===== src/rtl/mdr_datapath_pkg.sv =====
// Shared types for the MDR arithmetic datapath: operation codes, iteration
// counts and the working-register bundle stepped by mdr_step.
package system_mdr_pkg;

  localparam int unsigned MDR_DW = 8;
  localparam int unsigned N_MUL  = MDR_DW;
  localparam int unsigned N_DIV  = MDR_DW;
  localparam int unsigned N_SQRT = MDR_DW / 2;
  localparam int unsigned IW     = $clog2(MDR_DW + 1);

  typedef enum logic [1:0] {
    MUL     = 2'b00,
    DIV     = 2'b01,
    SQRT    = 2'b10,
    OP_RSVD = 2'b11
  } e_mdr_op;

  // Working registers for all three algorithms; only the fields of the
  // active op are meaningful between veri and ready.
  typedef struct packed {
    logic [2*MDR_DW:0]   p;
    logic [MDR_DW:0]     r;
    logic [MDR_DW-1:0]   q;
    logic [MDR_DW-1:0]   rem;
    logic [MDR_DW/2-1:0] root;
    logic [MDR_DW-1:0]   rad;
    logic [IW-1:0]       iter;
  } st_datapath;

  function automatic logic [IW-1:0] n_iter(input e_mdr_op op);
    case (op)
      DIV:     return IW'(N_DIV);
      SQRT:    return IW'(N_SQRT);
      default: return IW'(N_MUL);
    endcase
  endfunction

endpackage


===== src/rtl/mdr_datapath_if.sv =====
// Strobe/operand/result bundle between the MDR controller and the datapath.
interface mdr_datapath_if #(parameter int unsigned DW = 8);
  logic            clean;
  logic            loadX;
  logic            loadY;
  logic            veri;
  logic            enable;
  logic            ready;
  logic [1:0]      op_in;
  logic [DW-1:0]   data_in;
  logic            w_error;
  logic [2*DW-1:0] result;
  logic [DW-1:0]   remainder;
  logic            result_valid;
  logic            done;

  modport master (
    output clean, loadX, loadY, veri, enable, ready, op_in, data_in,
    input  w_error, result, remainder, result_valid, done
  );

  modport slave (
    input  clean, loadX, loadY, veri, enable, ready, op_in, data_in,
    output w_error, result, remainder, result_valid, done
  );
endinterface


===== src/rtl/mdr_datapath_step.sv =====
// Combinational single iteration of shift-add multiply, restoring divide or
// digit-by-digit square root; also advances the iteration counter.
module mdr_step
  import system_mdr_pkg::*;
(
  input  e_mdr_op           op,
  input  st_datapath        cur,
  input  logic [MDR_DW-1:0] x,
  input  logic [MDR_DW-1:0] y,
  output st_datapath        nxt
);
  localparam int unsigned DW = MDR_DW;

  logic [DW:0]   mul_hi;
  logic [DW+1:0] div_t;
  logic [DW+1:0] sq_rem;
  logic [DW+1:0] sq_trial;

  always_comb begin
    nxt      = cur;
    nxt.iter = cur.iter + IW'(1);
    mul_hi   = '0;
    div_t    = '0;
    sq_rem   = '0;
    sq_trial = '0;
    unique case (op)
      MUL: begin
        mul_hi = cur.p[2*DW:DW] + (cur.p[0] ? {1'b0, x} : '0);
        nxt.p  = {1'b0, mul_hi, cur.p[DW-1:1]};
      end
      DIV: begin
        // R stays below Y, so the widened shift never loses a set bit
        div_t = {cur.r, cur.q[DW-1]};
        nxt.q = {cur.q[DW-2:0], 1'b0};
        if (div_t >= {2'b00, y}) begin
          nxt.r    = (DW+1)'(div_t - {2'b00, y});
          nxt.q[0] = 1'b1;
        end else begin
          nxt.r = div_t[DW:0];
        end
      end
      SQRT: begin
        sq_rem   = {cur.rem, cur.rad[DW-1:DW-2]};
        sq_trial = {{(DW/2){1'b0}}, cur.root, 2'b01};
        nxt.rad  = {cur.rad[DW-3:0], 2'b00};
        if (sq_rem >= sq_trial) begin
          nxt.rem  = DW'(sq_rem - sq_trial);
          nxt.root = (DW/2)'({cur.root, 1'b1});
        end else begin
          nxt.rem  = sq_rem[DW-1:0];
          nxt.root = (DW/2)'({cur.root, 1'b0});
        end
      end
      default: ;
    endcase
  end
endmodule


===== src/rtl/mdr_datapath.sv =====
// MDR arithmetic datapath: captures operands, flags operand errors during
// verification, iterates mul/div/sqrt on enable and publishes on ready.
module mdr_datapath
  import system_mdr_pkg::*;
#(
  parameter int unsigned DW = MDR_DW
) (
  input  logic          clk,
  input  logic          rst,
  mdr_datapath_if.slave bus
);
  e_mdr_op         op_r;
  logic [DW-1:0]   x_r;
  logic [DW-1:0]   y_r;
  st_datapath      dp;
  st_datapath      dp_nxt;
  st_datapath      dp_init;
  logic            err_r;
  logic            w_err;
  logic [2*DW-1:0] result_r;
  logic [DW-1:0]   rem_r;
  logic            valid_r;
  logic            done_r;

  assign w_err = bus.veri & (((op_r == DIV) && (y_r == '0)) || (op_r == OP_RSVD));

  mdr_step u_step (
    .op  (op_r),
    .cur (dp),
    .x   (x_r),
    .y   (y_r),
    .nxt (dp_nxt)
  );

  always_comb begin
    dp_init = '0;
    unique case (op_r)
      MUL:     dp_init.p   = {{(DW+1){1'b0}}, y_r};
      DIV:     dp_init.q   = x_r;
      SQRT:    dp_init.rad = x_r;
      default: ;
    endcase
  end

  always_ff @(posedge clk or negedge rst) begin
    if (!rst) begin
      op_r     <= MUL;
      x_r      <= '0;
      y_r      <= '0;
      dp       <= '0;
      err_r    <= 1'b0;
      result_r <= '0;
      rem_r    <= '0;
      valid_r  <= 1'b0;
      done_r   <= 1'b0;
    end else begin
      valid_r <= 1'b0;
      if (bus.clean) begin
        op_r     <= MUL;
        x_r      <= '0;
        y_r      <= '0;
        dp       <= '0;
        err_r    <= 1'b0;
        result_r <= '0;
        rem_r    <= '0;
        done_r   <= 1'b0;
      end else if (bus.veri) begin
        err_r  <= w_err;
        dp     <= dp_init;
        done_r <= 1'b0;
      end else if (bus.loadX) begin
        x_r  <= bus.data_in;
        op_r <= e_mdr_op'(bus.op_in);
      end else if (bus.loadY) begin
        y_r <= bus.data_in;
      end else if (bus.enable) begin
        // surplus enables after the last iteration, or after an error, hold
        if (!err_r && (dp.iter < n_iter(op_r))) begin
          dp     <= dp_nxt;
          done_r <= (dp_nxt.iter == n_iter(op_r));
        end
      end else if (bus.ready) begin
        valid_r <= 1'b1;
        if (err_r) begin
          result_r <= '0;
          rem_r    <= '0;
        end else begin
          unique case (op_r)
            MUL: begin
              result_r <= dp.p[2*DW-1:0];
              rem_r    <= '0;
            end
            DIV: begin
              result_r <= {{DW{1'b0}}, dp.q};
              rem_r    <= dp.r[DW-1:0];
            end
            SQRT: begin
              result_r <= {{(DW + DW/2){1'b0}}, dp.root};
              rem_r    <= dp.rem;
            end
            default: begin
              result_r <= '0;
              rem_r    <= '0;
            end
          endcase
        end
      end
    end
  end

  assign bus.w_error      = w_err;
  assign bus.result       = result_r;
  assign bus.remainder    = rem_r;
  assign bus.result_valid = valid_r;
  assign bus.done         = done_r;
endmodule


===== src/flat_wrapper.sv =====
// flat-port wrapper written by rule: the top's interface ports become plain ports
module mdr_datapath_flat import system_mdr_pkg::*;
#(
  parameter int unsigned DW = MDR_DW
)
  (clk, rst, bus_clean, bus_loadX, bus_loadY, bus_veri, bus_enable, bus_ready, bus_op_in, bus_data_in, bus_w_error, bus_result, bus_remainder, bus_result_valid, bus_done);
  mdr_datapath_if #(.DW(DW)) bus_i ();
  input  logic clk;
  input  logic rst;
  input wire logic [$bits(bus_i.clean)-1:0] bus_clean;
  input wire logic [$bits(bus_i.loadX)-1:0] bus_loadX;
  input wire logic [$bits(bus_i.loadY)-1:0] bus_loadY;
  input wire logic [$bits(bus_i.veri)-1:0] bus_veri;
  input wire logic [$bits(bus_i.enable)-1:0] bus_enable;
  input wire logic [$bits(bus_i.ready)-1:0] bus_ready;
  input wire logic [$bits(bus_i.op_in)-1:0] bus_op_in;
  input wire logic [$bits(bus_i.data_in)-1:0] bus_data_in;
  output wire logic [$bits(bus_i.w_error)-1:0] bus_w_error;
  output wire logic [$bits(bus_i.result)-1:0] bus_result;
  output wire logic [$bits(bus_i.remainder)-1:0] bus_remainder;
  output wire logic [$bits(bus_i.result_valid)-1:0] bus_result_valid;
  output wire logic [$bits(bus_i.done)-1:0] bus_done;
  assign bus_i.clean = bus_clean;
  assign bus_i.loadX = bus_loadX;
  assign bus_i.loadY = bus_loadY;
  assign bus_i.veri = bus_veri;
  assign bus_i.enable = bus_enable;
  assign bus_i.ready = bus_ready;
  assign bus_i.op_in = bus_op_in;
  assign bus_i.data_in = bus_data_in;
  assign bus_w_error = bus_i.w_error;
  assign bus_result = bus_i.result;
  assign bus_remainder = bus_i.remainder;
  assign bus_result_valid = bus_i.result_valid;
  assign bus_done = bus_i.done;
  mdr_datapath #(.DW(DW)) u_core (.clk(clk), .rst(rst), .bus(bus_i));
endmodule

===== config.mk =====
export PLATFORM = sky130hd
export DESIGN_NAME = mdr_datapath_flat
export DESIGN_NICKNAME = d
export VERILOG_FILES = /design/src/rtl/mdr_datapath_pkg.sv /design/src/rtl/mdr_datapath_if.sv /design/src/rtl/mdr_datapath_step.sv /design/src/rtl/mdr_datapath.sv /design/src/flat_wrapper.sv
export SDC_FILE = /design/constraint.sdc
export NUM_CORES = 1
export LEC_CHECK = 0
export BUFFER_PORTS_ARGS = -buffer_cell sky130_fd_sc_hd__buf_2
export CORE_UTILIZATION = 46
export CTS_BUF_LIST = sky130_fd_sc_hd__clkbuf_8
export CTS_CLUSTER_DIAMETER = 30
export DETAILED_ROUTE_END_ITERATION = 6
export PLACE_DENSITY_LB_ADDON = 0.05
export SYNTH_ARGS = -nofsm -noshare
export SYNTH_HDL_FRONTEND = slang
export SYNTH_HIERARCHICAL = 1
export SYNTH_SLANG_ARGS = --single-unit

===== constraint.sdc =====
create_clock -name clk -period 3.31 [get_ports clk]
set_input_delay 0.662 -clock clk [delete_from_list [all_inputs] [get_ports clk]]
set_output_delay 0.662 -clock clk [all_outputs]
set_load 0.01 [all_outputs]

# Yosys cells after proc, flatten, opt, wreduce, memory -nomap -nowiden

Cells that the tools add are included.

Bitwise gates (word level): 1
Mux-type cells: 68
Reductions and logical operators: 22
Equality and inequality tests: 10
Add/subtract/negate cells: 4
Magnitude comparators: 3

Operators with widths:

| kind                                                                    | count |
|---|---|
| 58-bit 2-to-1 mux                                                       | 6 |
| 8-bit 2-to-1 mux                                                        | 18 |
| 16-bit 2-to-1 mux                                                       | 7 |
| 4-bit 2-to-1 mux                                                        | 12 |
| 16-bit case mux with 3 select lines                                     | 1 |
| 17-bit 2-to-1 mux                                                       | 2 |
| 20-bit 2-to-1 mux                                                       | 1 |
| 5-bit AND reduction                                                     | 4 |
| 8-bit case mux with 2 select lines                                      | 1 |
| 1-bit 2-to-1 mux                                                        | 15 |
| 3-bit nonzero test                                                      | 5 |
| 12-bit 2-to-1 mux                                                       | 1 |
| 10-bit by 6-bit greater-or-equal comparator with 1-bit output           | 1 |
| 10-bit by 8-bit greater-or-equal comparator with 1-bit output           | 1 |
| 9-bit by 8-bit adder with 9-bit output                                  | 1 |
| 9-bit 2-to-1 mux                                                        | 1 |
| 9-bit by 8-bit subtractor with 9-bit output                             | 1 |
| 8-bit logical NOT                                                       | 1 |
| 2-bit inequality test, second input constant                            | 4 |
| 2-bit nonzero test                                                      | 4 |
| 8-bit by 6-bit subtractor with 8-bit output                             | 1 |
| 2-bit 2-to-1 mux                                                        | 3 |
| 3-bit by 2-bit inequality test with 1-bit output, second input constant | 2 |
| 4-bit by 1-bit adder with 4-bit output, second input constant           | 1 |
| 12 further kinds                                                        | 14 |

Output and inout port bits: 27
Register bits: 103
Input bits: 18
Logic and storage cells: 123

# Logic depth before layout (Yosys ltp)

Gate-level depths: netlist of run 1.

Word-level depth: 22
Depth in mapped cells: 12
Gate-level depth less buffers: 11

# By module

Netlist of run 1, hierarchy kept.

By module, submodules not included:

| module       | times used | area each (um2) | seq. area each (um2) | cells each |
|---|---|---|---|---|
| mdr_datapath | 1          | 4554.4          | 2577.5               | 454 |
| mdr_step     | 1          | 2006.9          | 0.0                  | 321 |

# Worst setup path before layout of run 1

Ideal clock, no wire load.

Kind: reg-to-reg
Start point: reg u_core/dp[31] (netlist name)
End point: reg u_core/dp[24] (netlist name)
Clock period less this slack: 2.441 ns
Library setup time: 0.126 ns
Cell stages (with the launch flop): 12
Data arrival time: 2.315 ns
Slack: 0.869 ns
Path buffers: 1
Required time: 3.184 ns
Path through: dfrtp_1 inv_1 ha_1 inv_1 fa_1 a211oi_1 o211ai_1 and2_1 buf_2 o21ai_0 nand2_1 a221o_1

RTL lines:

| element                | line               | RTL |
|---|---|---|
| from (decl)            | mdr_datapath.sv:15 | `st_datapath dp;` |
| from (signal assigned) | mdr_datapath.sv:69 | `dp <= dp_init;` |
| from (signal assigned) | mdr_datapath.sv:79 | `dp <= dp_nxt;` |

==> results.txt, run 1 <==
Vias in the first global route: 5,316
Worst R2R Path Depth: 10
Number of H-tree levels: 3
Synth Area in Compound Gates: 20.0%
Main combinational cell family by area after synthesis: simple AND/OR/NAND/NOR gates
Core Box Area: 13,900 um2
Pins Over Slew Limit: 0
Antenna violations before repair: 0
Layout cells sized above 1: 11.7%
Worst-Margin Slew: 0.805 ns
Remaining Overflow, GRT: 0
Hold_buf cts: 0
Post-synth EDFFs: 0
Fin Setup TNS: 0 ns
Die height: 121 um
XOR/XNOR Fraction of Synth Area: 2.14%
I/O Pins: 45
Initial Util: 47.3%
Critical path class: flip-flop to flip-flop
LEAKAGE: 3.22 nW
Setup Fix Bufs, Post-CTS: 0
Total power: 0.00237 W
CTS tree: built
Worst-path clk slew: 0.11 ns
Global placer's final weighted congestion: 0.902
Via density: 5.77
DRT antenna net count: 0
Final core occ: 51.1%
Routed length per instance: 17.9 um
Met1 Use GR: 34.8%
Worst setup EP type: flip-flop
Syn Nets: 823
CTS resizes: 0
Max Freq: 0.374 GHz
Seq cells post-synth: 103
Post-detail-place hpwl: 12.6 mm
Mapped Area: 6560 um2
Unrepaired setup endpoints after global routing: no
Bufs on Longest Clock Path: 2
Peak supply drop: 0.263 mV
P&R area growth vs syn: 8.07%
Hold Path Class: input pin to asynchronous set/reset pin
Row cnt: 43
Via count: 5,678
Max Cap Viol: 0
Status: complete, no violations
Mux cell area share after synthesis: 3.18%
Synthesized instance count: 775
Synth Area in Adders: 5.95%
Die area: 14,700 um2
Drt pass-1 iters: 5
Min Tclk post-route: 2.67 ns
Startpoint Class: flip-flop
Largest net degree at the start of global routing: 55
First-pass GRT wire length: 28.5 mm
CTS Buf Count: 9
Synth Area in Simple Gates: 24.6%
Drt total wl: 17.6 mm
Setup violators final: 0
CP required: 3.61 ns
Fin crit share: 80.7%
Max Fanout on Critical Path: 7
# diodes: 0
PD cells: 334 nW/um2
Final Hold Fails: 0
IO Port Bufs: 44
Tot GR Track Use: 25.1%
Warnings from Yosys: 6
Slew HR: 46.3%
Commonest non-fill, non-tap cell in the layout: nand2_1
CTS Sinks: 103
DIE WIDTH: 121 um
Detailed Route Iter0 Violations: 504
Worst path arrival time: 2.97 ns
Unique masters post-synth: 64
Finished Layout Cells: 984
Syn_area_per_cell: 8.47 um2
Dpl cells: 968
Nets@finish: 847
Ys async rst share: 100%
Clk Latency, worst-skew pair: 0.40 ns
GR Util met3: 4.93%
DRC Markers: 0
Most frequent cells in the layout: nand2_1, dfrtp_1, a21oi_1
Worst hold margin: 0.289 ns
Gr busiest metal: met2
Main flop type after synthesis: dfrtp_1
GRT met2 Usage: 39.6%
Fin Clk Skew: 0.0142 ns
Seq/Total Area, Yosys: 39.3%
Root buf cell: clkbuf_8
[Yosys cell counts, drive strengths merged (4+ instances only)]
cell	instances	area share, %
xor2	6	0.80
o21ai	29	2.2
mux2i	13	2.0
nand4	5	0.48
a21oi	56	4.3
a211oi	5	0.57
nor2b	6	0.69
o211ai	5	0.65
a222oi	4	0.61
mux2	7	1.2
and2	39	3.7
xnor2	10	1.3
ha	28	5.3
nand2	201	11
buf	17	1.7
a31oi	8	0.76
o31ai	16	1.8
dfrtp	103	39
nor3	11	1.1
clkbuf	27	1.5
nor3b	5	0.57
or3	4	0.38
or2	4	0.38
inv	27	1.5
nor2	34	2.1
a21o	5	0.57
a32oi	5	0.67
a221o	24	3.7
a22oi	8	0.92
nand3	22	1.7
[metrics by stage]
step	cell area [um2]	setup WS, ns
global placement	6900	0.757
global route	7090	0.404
detailed placement	6900	0.685
finish	7090	0.638
CTS	7090	0.645
floorplan	6560	0.869
[final cells by class]
type                    instances  area, um2
clock inverters                 7       62.6
well taps                     180        225
repair buffers                 57        333
inverters                      27        101
multi-input cells             601       3670
fillers                      1379       6790
clock buffers                   9        124
flip-flops and latches        103       2580
[worst max-delay path, cell delays in order (launching register included)]
cell      delay [ns]
dfrtp_1         0.43
inv_1           0.09
ha_1            0.16
inv_1           0.06
fa_1            0.42
a211oi_1        0.33
o211ai_1        0.19
and2_1          0.24
o21ai_0         0.24
nand2_1         0.08
a221o_1         0.31
[metal layers]
layer,share of wire [%],vias up
met4,1.8,0
li1,-,2785
met5,0,-
met3,4.7,19
met2,47,157
met1,47,2717
[logic make-up (layout without fill, tap and decap cells)]
kind of cell,Yosys count,count (layout)
and+or+nand+nor,347,347
AOI/OAI and AO/OA,188,188
DFF,103,103
buffers and inverters,71,100
adders and majority gates,30,30
muxes,20,20
xor gates and xnor gates,16,16
[worst paths after layout]
| kind | start | to | slack (ns) |
|---|---|---|---|
| min | rst | u_core/dp[21] | 0.29 |
| max reg2reg | u_core/dp[31] | u_core/dp[24] | 0.64 |
| min in group clk | u_core/bus.result[13] | u_core/bus.result[13] | 0.47 |
| min reg2reg | u_core/bus.result[13] | u_core/bus.result[13] | 0.47 |
| max in group asynchronous | rst | u_core/y_r[7] | 2.29 |
| max | u_core/dp[31] | u_core/dp[24] | 0.64 |
[registers in the layout, summed over array words and instances (netlist names)]
signal                   count
u_core/y_r                   8
u_core/bus.remainder         8
u_core/dp                   58
u_core/bus.done              1
u_core/op_r                  2
u_core/bus.result           16
u_core/err_r                 1
u_core/x_r                   8
u_core/bus.result_valid      1
[report_power, final]
group	switching [W]	internal [W]	total, W
combinational	0.000202	0.0000788	0.000281
sequential	0.0000181	0.00127	0.00129
clock	0.000506	0.000291	0.000796
Note: power is estimated with default switching activity, not from simulation.
==> run 2: changes to the inputs <==
Settings changed: ABC_AREA set to 1.
Clock period 3.31 ns to 2.53 ns, I/O delays scaled along.
==> results.txt, run 2 <==
Biggest register: u_core/dp
Pins Over Slew Limit: 0
Seq cells post-synth: 103
LEAKAGE: 4.38 nW
Unrepaired setup endpoints after global routing: no
P&R area growth vs syn: 8.28%
Seq/Total Area, Yosys: 36.1%
Worst-Margin Slew: 0.545 ns
Max Fanout on Critical Path: 6
Crit path max-delay family: flip-flops
Post-synth EDFFs: 0
Die height: 127 um
DIE WIDTH: 127 um
Top cell type's share of synthesized area: 36.1%
Worst setup EP type: output port
PD cells: 448 nW/um2
Mapped Area: 7150 um2
CP required: 2.02 ns
Startpoint Class: flip-flop
Clk Latency, worst-skew pair: 0.39 ns
Row cnt: 45
I/O Pins: 45
Nets@finish: 1,125
Area contributors post-synth: dfrtp_1, nand2_1, nand3_1, ha_1, inv_1
Vias in the first global route: 6,234
Global placer's final weighted congestion: 0.859
Post-detail-place hpwl: 14.5 mm
CTS Buf Count: 9
Min Tclk post-route: 2.36 ns
Via density: 5.31
Commonest non-fill, non-tap cell in the layout: nand2_1
Fin worst setup slack: 0.172 ns
Top cells by count, synth: nand2_1, nand3_1, dfrtp_1
Syn Nets: 1,100
Syn_area_per_cell: 6.79 um2
Most frequent CP cell: nand2_1
Drt total wl: 20.0 mm
First-pass GRT wire length: 33.5 mm
Worst path arrival time: 1.85 ns
Worst slack, placed: 0.362 ns
Crit-path slowest cell: dfrtp_2
Remaining Overflow, GRT: 0
Routed length per instance: 15.7 um
Peak supply drop: 0.297 mV
Initial Util: 47.0%
Final core occ: 50.9%
Total power: 0.00346 W
Fin Setup TNS: 0 ns
Ys async rst share: 100%
Fin crit share: 93.2%
Root buf cell: clkbuf_8
Number of flip-flops in the largest register: 58
Synthesized instance count: 1,052
Slew HR: 63.6%
Detailed Route Iter0 Violations: 483
Cell with the most instances after synthesis: nand2_1
Worst-path clk slew: 0.10 ns
Hold Path Class: input pin to asynchronous set/reset pin
Max Freq: 0.424 GHz
Status: complete, no violations
IO Port Bufs: 44
CP max stage delay: 0.46 ns
Via count: 6,739
Antenna violations before repair: 0
Largest area contributor in the netlist: dfrtp_1
Setup violators final: 0
Warnings from Yosys: 6
DRT antenna net count: 0
Final Hold Fails: 0
Bufs on Longest Clock Path: 2
WP buf/inv: 2
Setup Fix Bufs, Post-CTS: 0
Die area: 16,000 um2
Core Box Area: 15,200 um2
Tot GR Track Use: 26.8%
CTS tree: built
Worst hold margin: 0.0463 ns
DRC Markers: 0
Fin Clk Skew: 0.0136 ns
Most frequent cells in the layout: nand2_1, nand3_1, dfrtp_1
Number of H-tree levels: 3
# diodes: 0
Critical path cell sequence: inv_1 > ha_1 > nand2_1 > nor2_1 > nand2_1 > a21oi_2 > buf_2
Unique masters post-synth: 35
Largest net degree at the start of global routing: 58
Layout cells sized above 1: 12.4%
Critical path class: flip-flop to output port
CTS Sinks: 103
Drt pass-1 iters: 5
Main flop type after synthesis: dfrtp_1
Max Cap Viol: 0
==> run 2: changes by cell type after synthesis, sizes merged, moves of 16 or more <==
cell,previous run,this run
and2,39,0
a221o,24,0
o31ai,16,0
a21oi,56,16
inv,27,98
nand2,201,410
buf,17,42
nand3,22,228
==> run 2: what timing repair did <==
action / 4_1_cts / 5_1_grt
resized for setup: 0 / 2
hold buffers: 0 / 0
setup endpoints to repair: 0 / 1
==> run 2: cell families (layout without fill, tap and decap cells) <==
kind of cell             Yosys count  in the layout  share of synthesized area, %
AND/OR/NAND/NOR                  691            691                          42.2
flip-flops                       103            103                          36.1
adder cells (fa/ha/maj)           30             30                          5.46
XOR/XNOR                          13             13                          1.59
AO/OA/AOI/OAI                     61             61                          4.99
buffers and inverters            154            184                          9.66
==> run 2: final cells by class <==
| class | instances | area, um2 |
|---|---|---|
| fillers | 1574 | 7460 |
| multi-input cells | 795 | 3880 |
| flip-flops and latches | 103 | 2580 |
| repair buffers | 70 | 468 |
| inverters | 98 | 369 |
| well taps | 188 | 235 |
| clock buffers | 10 | 138 |
| clock inverters | 6 | 67.6 |
==> run 2: power by group <==
group / internal (W) / leakage (nW) / switching [W]
Combinational: 0.000185 / 2.86 / 0.000439
Sequential: 0.00168 / 1.42 / 0.0000550
Clock: 0.000490 / 0.105 / 0.000610
==> run 2: per-layer routing <==
metal,wire [um],up-vias,GRT usage [%]
met3,1110,21,4.26
met1,9710,3110,39.4
met2,8840,186,41.0
met5,0,-,0
li1,-,3422,-
met4,304,0,6.59
==> run 2: through the flow <==
step | instance area [um2] | std cells
floorplan | 7150 | 1052
global placement | 7530 | 1254
detailed placement | 7530 | 1254
CTS | 7730 | 1270
global route | 7740 | 1270
finish | 7740 | 1270
==> run 2: final timing paths <==
check                                   startpoint                       to  slack, ns  cells past startpoint
setup / recovery                    u_core/op_r[1]              bus_w_error       0.17                      7
hold / removal                                 rst            u_core/dp[53]       0.05                      1
setup reg to reg                     u_core/dp[31]            u_core/dp[39]       0.32                     14
hold reg to reg            u_core/bus.remainder[1]  u_core/bus.remainder[1]       0.51                      2
max in group asynchronous                      rst           u_core/op_r[1]       1.90                      2
min in group clk                         bus_clean  u_core/bus.result_valid       0.28                      2
==> run 3: changes to the inputs <==
--- a/config.mk
+++ b/config.mk
@@ -6,5 +6,4 @@
 export NUM_CORES = 1
 export LEC_CHECK = 0
-export ABC_AREA = 1
 export BUFFER_PORTS_ARGS = -buffer_cell sky130_fd_sc_hd__buf_2
 export CORE_UTILIZATION = 46
==> constraint.sdc (replaced) <==
create_clock -name clk -period 2.53 [get_ports clk]
set_input_delay 0.253 -clock clk [delete_from_list [all_inputs] [get_ports clk]]
set_output_delay 0.253 -clock clk [all_outputs]
set_load 0.01 [all_outputs]
==> results.txt, run 3 (synthesized netlist as in run 1, its figures left out) <==
Pins Over Slew Limit: 0
Crit path from: u_core/dp[41]
Detailed Route Iter0 Violations: 488
CP required: 2.85 ns
Worst-path clk slew: 0.11 ns
Vias in the first global route: 5,459
Worst slack, placed: 0.0728 ns
PD cells: 447 nW/um2
Antenna violations before repair: 0
Max Freq: 0.419 GHz
Total power: 0.00328 W
CTS Sinks: 103
CTS Buf Count: 9
Nets@finish: 870
# diodes: 0
Startpoint Class: flip-flop
Worst Hold Depth: 3
IO Port Bufs: 44
Root buf cell: clkbuf_8
Fin crit share: 94.3%
Critical path class: flip-flop to flip-flop
Hold Path Class: input pin to flip-flop
Biggest register: u_core/dp
Final Cell Area: 7330 um2
Slew HR: 44.4%
Commonest non-fill, non-tap cell in the layout: nand2_1
LEAKAGE: 3.35 nW
Worst path arrival time: 2.70 ns
Drt pass-1 iters: 5
DRT antenna net count: 0
Max Fanout on Critical Path: 5
CTS tree: built
Die height: 121 um
Row cnt: 43
Global placer's final weighted congestion: 0.888
Worst-Margin Slew: 0.833 ns
Clk Latency, worst-skew pair: 0.39 ns
Post-detail-place hpwl: 13.0 mm
Largest net degree at the start of global routing: 41
Initial Util: 47.3%
Die area: 14,700 um2
Tot GR Track Use: 25.8%
Max Cap Viol: 0
Worst R2R Path Depth: 10
DIE WIDTH: 121 um
Status: complete, no violations
Layout cells sized above 1: 15.0%
P&R area growth vs syn: 11.8%
Bufs on Longest Clock Path: 2
Number of flip-flops in the largest register: 58
Routed length per instance: 18.0 um
I/O Pins: 45
Final Hold Fails: 0
Reg2reg start: u_core/dp[41]
Drt total wl: 18.2 mm
Remaining Overflow, GRT: 0
Via density: 5.81
Peak supply drop: 0.361 mV
DRC Markers: 0
Core Box Area: 13,900 um2
Most frequent cells in the layout: nand2_1, dfrtp_1, a21oi_1
Number of H-tree levels: 3
Setup violators final: 0
Hold Crit Start: bus_op_in[1]
Fin Setup TNS: 0 ns
Min Tclk post-route: 2.39 ns
Fin worst setup slack: 0.145 ns
Post-DP Area: 7040 um2
Fin Clk Skew: 0.0130 ns
Worst setup EP type: flip-flop
Via count: 5,848
First-pass GRT wire length: 29.2 mm
==> run 3: cell types whose count changed in the layout (fill, tap and decap cells not counted), sizes merged, moves of 8 or more <==
cell | previous run | this run
inv | 100 | 30
nor3 | 1 | 12
a22oi | 0 | 8
nand2 | 410 | 201
o21ai | 37 | 29
mux2i | 0 | 13
nand3 | 228 | 22
buf | 70 | 78
and2 | 0 | 39
a221o | 0 | 24
o31ai | 0 | 16
a21oi | 16 | 56
==> run 3: worst paths after layout <==
kind                       slack (ns)                     to
max                              0.14          u_core/dp[54]
min                              0.09         u_core/op_r[1]
max reg2reg                      0.14          u_core/dp[54]
min reg2reg                      0.47  u_core/bus.result[14]
max in group asynchronous        1.40          u_core/dp[41]
min in group asynchronous        0.37          u_core/dp[20]
==> run 3: power by group <==
group / total (W) / switching (W) / internal (W)
Sequential: 0.00168 / 0.0000222 / 0.00166
Combinational: 0.000403 / 0.000274 / 0.000129
Clock: 0.00119 / 0.000632 / 0.000562
Total: 0.00328 / 0.000928 / 0.00235
==> run 3: timing repair <==
action | 4_1_cts | 5_1_grt
resized for setup | 0 | 12
hold buffers | 1 | 0
setup buffers | 0 | 3
setup endpoints to repair | 0 | 14
endpoints found under the hold margin | 36 | 0
==> run 3: worst max-delay path, stage by stage, from the launching register on <==
cell     delay [ns]
dfrtp_2        0.44
and2_1         0.15
ha_1           0.21
fa_2           0.36
a21o_1         0.22
a311o_1        0.36
a21oi_1        0.18
xnor2_1        0.08
o21ai_0        0.15
nand2_1        0.06
a21oi_1        0.11
==> run 3: layer usage <==
layer / vias up / GRT usage, % / wire [um]
met1: 2840 / 37.1 / 8760
met4: 0 / 8.87 / 499
met2: 147 / 38.8 / 8170
met5: - / 0 / 0
li1: 2829 / - / -
met3: 32 / 4.70 / 733
==> run 3: cell type report <==
cell class              instances  area, um2
repair buffers                 79        500
flip-flops and latches        103       2580
clock buffers                   9        124
clock inverters                 7       95.1
fillers                      1352       6550
inverters                      27        101
well taps                     180        225
multi-input cells             602       3710
==> run 3: stage by stage <==
step | util [%] | instances | hold slack, ns
2_1_floorplan | - | 775 | -0.0426
3_3_place_gp | 50.7 | 986 | 0.256
3_5_place_dp | 50.7 | 986 | 0.263
4_1_cts | 52.4 | 1003 | 0.0785
5_1_grt | 52.8 | 1007 | 0.0724
6_report | 52.8 | 1007 | 0.0932
